===== src/rtl/pacman_dir_buffer_if.sv =====
// rtl/pacman_dir_buffer_if.sv - joystick/maze/heading signal bundle for the Pac-Man direction buffer
interface pacman_dir_buffer_if;
    logic [3:0] btn_raw;
    logic [3:0] legal_moves;
    logic       move_tick;
    logic [3:0] curr_direction;
    logic [3:0] pending_dir;
    logic       pending_valid;
    logic       dir_changed;
    logic       stalled;

    modport master (
        output btn_raw, legal_moves, move_tick,
        input  curr_direction, pending_dir, pending_valid, dir_changed, stalled
    );

    modport slave (
        input  btn_raw, legal_moves, move_tick,
        output curr_direction, pending_dir, pending_valid, dir_changed, stalled
    );
endinterface


===== src/rtl/pacman_dir_buffer.sv =====
// rtl/pacman_dir_buffer.sv - button sync/debounce/press detect with buffered, timed-out turn requests
module pacman_dir_buffer #(
    parameter int DEBOUNCE_CYCLES = 16,
    parameter int HOLD_TICKS      = 8
) (
    input logic                 clk,
    input logic                 rst_n,
    pacman_dir_buffer_if.slave  bus
);
    localparam int CW = $clog2(DEBOUNCE_CYCLES + 1);
    localparam logic [CW-1:0] CNT_LAST  = CW'(DEBOUNCE_CYCLES - 1);
    localparam logic [7:0]    HOLD_INIT = 8'(HOLD_TICKS);

    logic [3:0]    sync1, sync2, deb, deb_prev;
    logic [CW-1:0] cnt [4];

    logic [3:0] curr, curr_nx;
    logic [3:0] pend, pend_nx;
    logic       pend_v, pend_v_nx;
    logic [7:0] hold, hold_nx;
    logic       stall, stall_nx;
    logic       chg;

    logic [3:0] press, winner, opposite;
    logic       reversal;

    always_ff @(posedge clk) begin
        if (!rst_n) begin
            sync1    <= '0;
            sync2    <= '0;
            deb      <= '0;
            deb_prev <= '0;
            for (int i = 0; i < 4; i++) cnt[i] <= '0;
        end else begin
            sync1    <= bus.btn_raw;
            sync2    <= sync1;
            deb_prev <= deb;
            for (int i = 0; i < 4; i++) begin
                if (sync2[i] != deb[i]) begin
                    if (cnt[i] == CNT_LAST) begin
                        deb[i] <= sync2[i];
                        cnt[i] <= '0;
                    end else begin
                        cnt[i] <= cnt[i] + 1'b1;
                    end
                end else begin
                    cnt[i] <= '0;
                end
            end
        end
    end

    // Only rising debounced levels count; releases and held buttons produce nothing.
    assign press    = deb & ~deb_prev;
    assign opposite = {curr[2], curr[3], curr[0], curr[1]};

    always_comb begin
        winner = 4'b0000;
        if (press[0])      winner = 4'b0001;
        else if (press[1]) winner = 4'b0010;
        else if (press[2]) winner = 4'b0100;
        else if (press[3]) winner = 4'b1000;
    end

    assign reversal = (winner != 4'b0000) && (winner == opposite);

    // Tick resolves the old request first; a same-cycle press then overrides its result.
    always_comb begin
        curr_nx   = curr;
        pend_nx   = pend;
        pend_v_nx = pend_v;
        hold_nx   = hold;
        stall_nx  = stall;
        if (bus.move_tick) begin
            if (pend_v && ((pend & bus.legal_moves) != 4'b0000)) begin
                curr_nx   = pend;
                pend_nx   = 4'b0000;
                pend_v_nx = 1'b0;
                hold_nx   = 8'd0;
            end else if (pend_v) begin
                hold_nx = hold - 8'd1;
                if (hold == 8'd1) begin
                    pend_nx   = 4'b0000;
                    pend_v_nx = 1'b0;
                end
            end
            stall_nx = ((curr_nx & bus.legal_moves) == 4'b0000);
        end
        if (reversal) begin
            curr_nx   = winner;
            pend_nx   = 4'b0000;
            pend_v_nx = 1'b0;
            hold_nx   = 8'd0;
            stall_nx  = 1'b0;
        end else if (winner != 4'b0000) begin
            pend_nx   = winner;
            pend_v_nx = 1'b1;
            hold_nx   = HOLD_INIT;
        end
    end

    always_ff @(posedge clk) begin
        if (!rst_n) begin
            curr   <= 4'b0001;
            pend   <= 4'b0000;
            pend_v <= 1'b0;
            hold   <= 8'd0;
            stall  <= 1'b0;
            chg    <= 1'b0;
        end else begin
            curr   <= curr_nx;
            pend   <= pend_nx;
            pend_v <= pend_v_nx;
            hold   <= hold_nx;
            stall  <= stall_nx;
            chg    <= (curr_nx != curr);
        end
    end

    assign bus.curr_direction = curr;
    assign bus.pending_dir    = pend;
    assign bus.pending_valid  = pend_v;
    assign bus.dir_changed    = chg;
    assign bus.stalled        = stall;
endmodule


===== src/flat_wrapper.sv =====
// flat-port wrapper written by rule: the top's interface ports become plain ports
module pacman_dir_buffer_flat 
#(
    parameter int DEBOUNCE_CYCLES = 16,
    parameter int HOLD_TICKS      = 8
)
  (clk, rst_n, bus_btn_raw, bus_legal_moves, bus_move_tick, bus_curr_direction, bus_pending_dir, bus_pending_valid, bus_dir_changed, bus_stalled);
  pacman_dir_buffer_if bus_i ();
  input logic clk;
  input logic rst_n;
  input wire logic [$bits(bus_i.btn_raw)-1:0] bus_btn_raw;
  input wire logic [$bits(bus_i.legal_moves)-1:0] bus_legal_moves;
  input wire logic [$bits(bus_i.move_tick)-1:0] bus_move_tick;
  output wire logic [$bits(bus_i.curr_direction)-1:0] bus_curr_direction;
  output wire logic [$bits(bus_i.pending_dir)-1:0] bus_pending_dir;
  output wire logic [$bits(bus_i.pending_valid)-1:0] bus_pending_valid;
  output wire logic [$bits(bus_i.dir_changed)-1:0] bus_dir_changed;
  output wire logic [$bits(bus_i.stalled)-1:0] bus_stalled;
  assign bus_i.btn_raw = bus_btn_raw;
  assign bus_i.legal_moves = bus_legal_moves;
  assign bus_i.move_tick = bus_move_tick;
  assign bus_curr_direction = bus_i.curr_direction;
  assign bus_pending_dir = bus_i.pending_dir;
  assign bus_pending_valid = bus_i.pending_valid;
  assign bus_dir_changed = bus_i.dir_changed;
  assign bus_stalled = bus_i.stalled;
  pacman_dir_buffer #(.DEBOUNCE_CYCLES(DEBOUNCE_CYCLES), .HOLD_TICKS(HOLD_TICKS)) u_core (.clk(clk), .rst_n(rst_n), .bus(bus_i));
endmodule

===== config.mk =====
export PLATFORM = sky130hd
export DESIGN_NAME = pacman_dir_buffer_flat
export DESIGN_NICKNAME = d
export VERILOG_FILES = /design/src/rtl/pacman_dir_buffer_if.sv /design/src/rtl/pacman_dir_buffer.sv /design/src/flat_wrapper.sv
export SDC_FILE = /design/constraint.sdc
export NUM_CORES = 1
export LEC_CHECK = 0
export CORE_ASPECT_RATIO = 0.75
export CORE_MARGIN = 2
export CORE_UTILIZATION = 52
export CTS_CLUSTER_SIZE = 28
export DETAILED_ROUTE_END_ITERATION = 12
export PLACE_DENSITY = 0.76
export RECOVER_POWER = 50
export REMOVE_ABC_BUFFERS = 1
export SLEW_MARGIN = 15
export SYNTH_ARGS = -nofsm -noshare
export SYNTH_HDL_FRONTEND = slang
export SYNTH_SLANG_ARGS = --single-unit

===== constraint.sdc =====
create_clock -name clk -period 1.8 [get_ports clk]
set_input_delay 0.45 -clock clk [delete_from_list [all_inputs] [get_ports clk]]
set_output_delay 0.45 -clock clk [all_outputs]
set_load 0.01 [all_outputs]

Word-level counts from Yosys, hierarchy flattened:

Memory sizes are Yosys's and may differ from the RTL's.
Index checks and enable logic that the tools add are counted.

* add/sub/neg operators: 5
* multiplexer cells: 79
* bitwise operators: 17
* equality and inequality tests: 11
* reduce and logical (&&, ||, !) cells: 18

Operators with widths (count)
* $mux 4: 15
* $mux 5: 12
* $mux 1: 50
* $add 5x1->5 const B: 4
* $eq 5x4->1 const B: 4
* $mux 8: 2
* $and 4x4->4: 3
* $or 1x1->1: 12
* $reduce_and 2->1: 6
* $eq 8x1->1 const B: 1
* $reduce_bool 4->1: 2
* $sub 8x1->8 const B: 1
* $reduce_bool 3->1: 2
* $eq 4x4->1: 1
* $logic_not 4->1: 1
* $ne 1x1->1: 4
* $ne 4x4->1: 1
* $not 4->4: 1
* $reduce_bool 2->1: 2
* $reduce_and 3->1: 1
* $reduce_or 3->1: 1
* $logic_and 1x1->1: 2
* $reduce_or 2->1: 1
* $not 1->1: 1

* memory bits (writable): 20
* output and inout port bits: 11
* bits in registers: 35
* memories: 1

Memory list
* u_core.cnt: words 4, width 5, rd ports 4, clocked after memory_dff 0, write ports 4, line pacman_dir_buffer.sv:15 `logic [CW-1:0] cnt [4];`

Logic depth before layout (Yosys ltp):

Gate-level depths: netlist of the first run.

* depth in word-level cells: 10
* depth in mapped cells: 7
* depth with buffers taken out: 7

Least setup slack after synthesis of the first run:

OpenSTA, ideal clock, no wires.

* kind: input port to flip-flop
* start: in bus_legal_moves[2]
* end: reg u_core.chg, in the netlist u_core.bus.dir_changed
* required time: 1.680 ns
* stages on the path: 5
* path buffers: 0
* slack: -0.122 ns
* arrival: 1.803 ns
* cell sequence: a22o_1 > o21ai_1 > o21ba_2 > mux2_2 > o31a_1

* word-level cells in the longest chain between the ends: 8

RTL lines
* start, declared: line flat_wrapper.sv:12 `input wire logic [$bits(bus_i.legal_moves)-1:0] bus_legal_moves;`
* $and 4x4->4: line pacman_dir_buffer.sv:75 `if (pend_v && ((pend & bus.legal_moves) != 4'b0000)) begin`
* $reduce_bool 4->1: line pacman_dir_buffer.sv:75
* $logic_and 1x1->1: line pacman_dir_buffer.sv:75
* $mux 4: line pacman_dir_buffer.sv:75
* $mux 4 (2 in a row): line pacman_dir_buffer.sv:74 `if (bus.move_tick) begin`
* $mux 4: line pacman_dir_buffer.sv:89 `if (reversal) begin`
* $ne 4x4->1: line pacman_dir_buffer.sv:116 `chg <= (curr_nx != curr);`
* end signal, assigned: line pacman_dir_buffer.sv:116
* end, declared: line pacman_dir_buffer.sv:22 `logic chg;`

Every way passes these cells. The select of a mux whose other input is x is not followed.
A chain may end at the register's enable or synchronous reset.

Worst setup path in the final report of the first run:

* start: in bus_legal_moves[2]
* end: reg u_core.stall, in the netlist u_core.bus.stalled

* word-level cells in the longest chain between the ends: 7

RTL lines
* $and 4x4->4: line pacman_dir_buffer.sv:75
* $reduce_bool 4->1: line pacman_dir_buffer.sv:75
* $logic_and 1x1->1: line pacman_dir_buffer.sv:75
* $mux 4: line pacman_dir_buffer.sv:75
* $mux 4: line pacman_dir_buffer.sv:74
* $and 4x4->4 (*): line pacman_dir_buffer.sv:87 `stall_nx = ((curr_nx & bus.legal_moves) == 4'b0000);`
* $logic_not 4->1 (*): line pacman_dir_buffer.sv:87
* end signal, assigned: line pacman_dir_buffer.sv:115 `stall <= stall_nx;`
* end, declared: line pacman_dir_buffer.sv:21 `logic stall, stall_nx;`

Mark *: on every way between the ends. The rest lies on a longest branch, timed or not. The select of a mux whose other input is x is not followed.

==> results of run 1 <==
-- registers in the layout, summed over array words and instances (netlist names) --
name / count
u_core.bus.curr_direction: 4
u_core.bus.dir_changed: 1
u_core.bus.pending_dir: 4
u_core.bus.pending_valid: 1
u_core.bus.stalled: 1
u_core.cnt: 20
u_core.deb: 4
u_core.deb_prev: 4
u_core.hold: 8
u_core.sync1: 4
u_core.sync2: 4
-- through the flow --
stage               cell area (um^2)  worst slack [ns]    util  setup TNS, ns
finish                          3463          -0.06170  0.7029        -0.1061
CTS                             3401          -0.02635  0.6902       -0.02635
global route                    3463          -0.09678  0.7029        -0.4150
floorplan                       2708           -0.1222       -        -0.1254
detailed placement              3268           -0.5767  0.6633         -6.407
global placement                3268           -0.4614  0.6633         -5.125
-- worst max-delay path, stage by stage --
cell,delay (ns)
dlygate4sd2_1,0.27
a22o_1,0.29
o21ai_2,0.20
buf_6,0.14
mux2_2,0.35
a22oi_2,0.19
nand3_1,0.10
a21oi_1,0.12
-- placed cells by master, fill, tap and decap left out, types with 7 or more instances in the layout --
cell              n
mux2_2            8
nor2b_1           9
mux2i_1           8
xnor2_1           9
nor2_1           36
nand3_1           8
nand2_1           8
a21oi_1           7
xor2_1           13
clkdlybuf4s50_1  11
ha_1             10
buf_4            36
inv_1            13
and2_1            9
dfxtp_1          31
edfxtp_1         20
conb_1           20
-- cell families after synthesis --
logic type | count (synthesis)
adder cells (fa/ha/maj) | 10
XOR/XNOR | 22
AO/OA/AOI/OAI | 32
AND/OR/NAND/NOR | 108
buffers and inverters | 19
flip-flops | 55
multiplexers | 16
other | 1
-- per-layer routing --
metal,vias to the layer above,global-route usage,part of all wire
met4,0,0.07422,0.016
li1,1046,-,-
met5,-,0,0
met1,949,0.2526,0.49
met2,49,0.3135,0.45
met3,8,0.03995,0.042
-- worst min path at each step --
| stage | end | slack (ns) | depth (start not counted) | start |
|---|---|---|---|---|
| 2_1_floorplan | u_core.sync2[0]$_SDFF_PN0_ | 0.41 | 1 | u_core.sync1[0]$_SDFF_PN0_ |
| 3_3_place_gp | u_core.sync2[0]$_SDFF_PN0_ | 0.41 | 1 | u_core.sync1[0]$_SDFF_PN0_ |
| 3_5_place_dp | u_core.sync2[2]$_SDFF_PN0_ | 0.42 | 1 | u_core.sync1[2]$_SDFF_PN0_ |
| 4_1_cts | u_core.sync2[2]$_SDFF_PN0_ | 0.44 | 1 | u_core.sync1[2]$_SDFF_PN0_ |
| 5_1_grt | u_core.sync2[2]$_SDFF_PN0_ | 0.47 | 1 | u_core.sync1[2]$_SDFF_PN0_ |
| 6_report | u_core.sync2[2]$_SDFF_PN0_ | 0.44 | 1 | u_core.sync1[2]$_SDFF_PN0_ |
-- power groups by stage --
| stage | Combinational [mW] | Sequential [mW] | Clock, mW |
|---|---|---|---|
| 2_1_floorplan | 0.0534 | 1.36 | 0 |
| 3_3_place_gp | 0.108 | 1.36 | 0 |
| 3_5_place_dp | 0.110 | 1.36 | 0 |
| 4_1_cts | 0.109 | 1.33 | 0.753 |
| 5_1_grt | 0.122 | 1.34 | 0.806 |
| 6_report | 0.107 | 1.33 | 0.738 |
-- repair_timing --
action                     4_1_cts  5_1_grt
setup endpoints to repair       22       24
hold endpoints to repair         0        0
pin swaps                        6        9
buffers inserted                 2        2
resized for setup               13       22
-- layout make-up --
| type | instances | area, um^2 | area share |
|---|---|---|---|
| multi-input combinational | 208 | 1435 | 0.4144 |
| sequential | 55 | 1309 | 0.3779 |
| timing repair buffer | 60 | 494.2 | 0.1427 |
| clock buffer | 8 | 101.3 | 0.02926 |
| tap | 60 | 75.07 | 0.02168 |
| inverter | 13 | 48.80 | 0.01409 |
==> reports/metrics.yaml, run 1 <==
sta:
  whs_ns: 0.4411
  setup_slack_ns: -0.06170
  finalCritPeriodShare: 1.034
  relSlewSlack: 0.6597
  final_max_slew_viol_count: 0
  hold_violations: 0
  setup_viol: 3
  max_freq_ghz: 0.5371
  worst_pin_slew_ns: 0.5105
  rsz0062_at_grt: "true"
  finalClockSkew_ns: 0.004881
  min_period_ns: 1.862
clock_tree:
  root_buffer: "clkbuf_8"
  cts_tree: "yes"
  clk_pin_slew_ns: 0.09
  htree_num_levels: 2
  clk_latency_ns: 0.29
  clock-sinks: 55
  clockBufferDepth: 2
  cts_buffers: 5
  holdBufCountCts: 0
global_routing:
  grt_overflow: 0
  gr-usage-all-layers: 0.1926
  grt_max_degree: 28
  grt_pass1_vias: 2038
  grt_pass1_wl_mm: 8.680
  antenna_found_initial: 0
critical_path:
  crit_type: "primary input to flip-flop"
  cp-startpoint: "bus_legal_moves[2]"
  cp.required_ns: 2.03
  cp-end-kind: "flip-flop"
  start_kind: "primary input"
  r2r-end: "u_core.bus.dir_changed$_SDFF_PN0_"
  cp_max_fo: 4
  ff2ff_setup_slack_ns: -0.04
  r2r-start: "u_core.deb_prev[0]$_SDFF_PN0_"
  crit_path_end: "u_core.bus.stalled$_SDFFE_PP0P_"
  arrival_ns: 2.10
  r2r_cells: 6
pwr:
  peakVddDrop_mv: 0.4856
  powerDensity_mw_per_mm2: 628.6
  pwr-share-clk: 0.339
  combPwrFrac: 0.049
  power_frac_seq: 0.612
  cell_internal_pwr_mw: 1.730
  power_switching_mw: 0.4473
  power_mw: 2.177
  power_leakage_nw: 1.443
  switching_share: 0.2054
status:
  status: "complete, but fails checks"
  violations: "setup timing"
synth:
  synth_commonest_cells: "nor2_1, dfxtp_1, edfxtp_1"
  yosysMostFrequentCell: "nor2_1"
  synth.avg_cell_area_um2: 10.14
  synth-seq-cells: 55
  yosys.area_share.simple: 0.2116
  synth-edff-count: 20
  synth_cells: 263
  async_flop_share: 0
  synth_area_leaders: "dfxtp_1, edfxtp_1, nor2_1"
  ys_seq_area_frac: 0.4880
  synth_top_flop_cell: "dfxtp_1"
  synth_compound_area_frac: 0.08634
  synth_mux_area_frac: 0.06382
  synth_area_leader_cell: "dfxtp_1"
  synth_fa_ha_area_frac: 0.04693
  ys_warn_count: 0
  yosysTopAreaCellShare: 0.2628
  synth_top_family_by_area: "simple AND/OR/NAND/NOR gates"
  syn_area_mm2: 0.002666
  synth_cell_type_count: 42
  synth_xor_area_frac: 0.07227
cells_and_area:
  final_cells: 404
  drive_gt1_frac: 0.2209
  nFillCells: 394
  nets: 364
  syn2layout_area_growth_pct: 29.89
  diodes: 0
placement:
  port-buffer-count: 21
  hpwl_mm: 3.815
  routabilityCongestion: 0.8820
  dp_cells: 392
flow_run:
  drv_cap: 0
die:
  die_x_um: 86.69
  core-area_mm2: 0.004927
  start_util: 0.5411
  dieArea_mm2: 0.005723
  die_h_um: 66.02
  num_rows: 22
  ios: 22
route:
  via_per_inst: 5.079
  drtIter0Drc: 75
  wl_per_cell_um: 12.74
  antenna_left: 0
  via_count: 2052
  drt_wl_total_mm: 5.148
  drc: 0
  firstDrtPassIters: 4
min_path:
  hp-class: "flip-flop to flip-flop"
Power figures use the tool's default switching activity.
==> run 2, diff against run 1 <==
--- a/config.mk
+++ b/config.mk
@@ -8,6 +8,7 @@
 export CORE_ASPECT_RATIO = 0.75
 export CORE_MARGIN = 2
 export CORE_UTILIZATION = 52
+export CTS_CLUSTER_DIAMETER = 50
 export CTS_CLUSTER_SIZE = 28
 export DETAILED_ROUTE_END_ITERATION = 12
 export PLACE_DENSITY = 0.76
==> results of run 2 <==
No change in the layout: final DEF, timing and power equal those of run 1.
==> run 3, diff against run 2 <==
--- a/config.mk
+++ b/config.mk
@@ -11,6 +11,7 @@
 export CTS_CLUSTER_DIAMETER = 50
 export CTS_CLUSTER_SIZE = 28
 export DETAILED_ROUTE_END_ITERATION = 12
+export GPL_TIMING_DRIVEN = 0
 export PLACE_DENSITY = 0.76
 export RECOVER_POWER = 50
 export REMOVE_ABC_BUFFERS = 1
==> reports/metrics.yaml, run 3 (synthesized netlist as in run 1, its figures left out) <==
critical_path:
  crit_type: "flip-flop to flip-flop"
  ff2ff_setup_slack_ns: -0.03  # about the same
  arrival_ns: 2.02  # -0.08 ns
  path_cells: "and2b_4 -> buf_6 -> o31a_1 -> nor2_2 -> mux2_4 -> o31a_1"
  slowest_stage: "dfxtp_4"
  r2r_cells: 6  # unchanged
  start_kind: "flip-flop"
  r2r-start: "u_core.deb[0]$_SDFFE_PN0N_"
  cp_max_fo: 6  # +2
  cp-end-kind: "flip-flop"
  cpPeakStageDelay_ns: 0.36  # about the same
  cp.required_ns: 1.99  # -0.04 ns
  path_common_cell: "o31a_1"
  r2r-end: "u_core.bus.dir_changed$_SDFF_PN0_"
cells_and_area:
  largest_register: "u_core.cnt"
  syn2layout_area_growth_pct: 25.67
  diodes: 0  # unchanged
  mostFrequentLayoutCells: "nor2_1, dfxtp_1, edfxtp_1, conb_1, clkdlybuf4s50_1"
  reg_top3: "u_core.cnt (20), u_core.hold (8)"
  final_common_cell: "nor2_1"
  nets: 336  # -7.7%
  drive_gt1_frac: 0.1930  # -0.02789
  largest_reg_flops: 20  # unchanged
  nFillCells: 395  # +0.25%
route:
  drt_wl_total_mm: 4.820  # -6.4%
  antenna_left: 0  # unchanged
  via_per_inst: 5.085  # +0.12%
  via_count: 1912  # -6.8%
  firstDrtPassIters: 4  # unchanged
  drc: 0  # unchanged
  met1_length_mm: 2.520  # -0.63%
  drtIter0Drc: 89  # +19%
  wl_per_cell_um: 12.82  # +0.60%
  met2_length_mm: 2.094  # -9.5%
  maxUsedRoutingLayer: "met4"
  wl_met3_um: 169  # -21%
min_path:
  min_from: "u_core.sync1[2]$_SDFF_PN0_"
  hp-class: "flip-flop to flip-flop"
  holdPathEnd: "u_core.sync2[2]$_SDFF_PN0_"
  whs_path_depth: 1  # unchanged
pwr:
  peakVddDrop_mv: 0.4252  # -12%
  power_leakage_nw: 1.359  # -5.8%
  powerDensity_mw_per_mm2: 646.8  # +2.9%
sta:
  worst_pin_slew_ns: 1.145  # +0.6346 ns
  hold_violations: 0  # unchanged
  final_max_slew_viol_count: 0  # unchanged
  finalClockSkew_ns: 0.008379  # +0.003499 ns
  min_period_ns: 1.827  # -0.03433 ns
  setup_viol: 1  # -2
  max_freq_ghz: 0.5472  # +1.9%
  finalCritPeriodShare: 1.015  # -0.01907
  setup_slack_ns: -0.02737  # +0.03433 ns
  rsz0062_at_grt: "true"
  whs_ns: 0.4397  # -0.001360 ns
  relSlewSlack: 0.2366  # -0.4231
placement:
  hpwl_mm: 3.205  # -16%
  routabilityCongestion: 0.8412  # -4.6%
  dp_slack_ns: -0.7757  # -0.1990 ns
  port-buffer-count: 21  # unchanged
clock_tree:
  clk_latency_ns: 0.30  # about the same
  holdBufCountCts: 0  # unchanged
  clk_pin_slew_ns: 0.10  # about the same
  cts_buffers: 5  # unchanged
  clock-sinks: 55  # unchanged
  clockBufferDepth: 2  # unchanged
  root_buffer: "clkbuf_8"
  cts_tree: "yes"
  htree_num_levels: 2  # unchanged
global_routing:
  grt_max_degree: 28  # unchanged
  grt_overflow: 0  # unchanged
  grt_pass1_wl_mm: 8.107  # -6.6%
  gr-usage-all-layers: 0.1813  # -0.01133
  grt_pass1_vias: 1791  # -12%
  antenna_found_initial: 0  # unchanged
die:
  start_util: 0.5411  # unchanged
  die_x_um: 86.69  # unchanged
  core-area_mm2: 0.004927  # unchanged
  die_h_um: 66.02  # unchanged
  num_rows: 22  # unchanged
  dieArea_mm2: 0.005723  # unchanged
  ios: 22  # unchanged
status:
  violations: "setup timing"
  status: "complete, but fails checks"
flow_run:
  drv_cap: 0  # unchanged
run 3: worst max-delay path by stage:
stage / end / slack [ns] / from
finish: u_core.bus.dir_changed$_SDFF_PN0_ / -0.03 / u_core.deb[0]$_SDFFE_PN0N_
global route: u_core.bus.dir_changed$_SDFF_PN0_ / -0.1 / u_core.deb[0]$_SDFFE_PN0N_
CTS: u_core.bus.dir_changed$_SDFF_PN0_ / -0.09 / u_core.deb[0]$_SDFFE_PN0N_
detailed placement: u_core.bus.dir_changed$_SDFF_PN0_ / -0.78 / bus_legal_moves[2]
global placement: u_core.bus.dir_changed$_SDFF_PN0_ / -0.80 / bus_legal_moves[2]
floorplan: u_core.bus.dir_changed$_SDFF_PN0_ / -0.12 / bus_legal_moves[2]
run 3: area by class of cell:
class | instances | area, um^2 | area share
multi-input combinational | 208 | 1500 | 0.4477
sequential | 55 | 1324 | 0.3951
timing repair buffer | 32 | 301.5 | 0.08999
clock buffer | 8 | 101.3 | 0.03025
tap | 60 | 75.07 | 0.02240
inverter | 13 | 48.80 | 0.01456
run 3: repair_timing:
item / CTS / global route
resized for setup: 35 / 22
setup endpoints to repair: 28 / 20
buffers inserted: 7 / 4
pin swaps: 6 / 3
run 3: where the power goes:
part	total (mW)	switching, mW	internal [mW]
logic	0.0960	0.0510	0.0449
clock network	0.742	0.381	0.361
registers	1.33	0.0172	1.31
total	2.17	0.449	1.72
run 3: per-stage QoR:
stage	util	area (um^2)	setup TNS, ns	instances	power [mW]
2_1_floorplan	-	2708	-0.1254	276	1.413
3_3_place_gp	0.6074	2993	-16.65	357	1.456
3_5_place_dp	0.6074	2993	-16.69	357	1.458
4_1_cts	0.6592	3248	-0.09362	372	2.181
5_1_grt	0.6800	3351	-0.1945	376	2.255
6_report	0.6800	3351	-0.02737	376	2.167
run 3: worst max-delay path: cells and delay by family (launching register included):
family | cells | cell delay, ns
AO/OA/AOI/OAI | 2 | 0.58
buffers and inverters | 1 | 0.12
flip-flops | 1 | 0.36
multiplexers | 1 | 0.31
AND/OR/NAND/NOR | 2 | 0.34
run 3: routing by layer:
layer,vias up,GRT usage
li1,990,-
met2,30,0.2875
met4,0,0.05469
met3,4,0.04370
met1,888,0.2461
met5,-,0
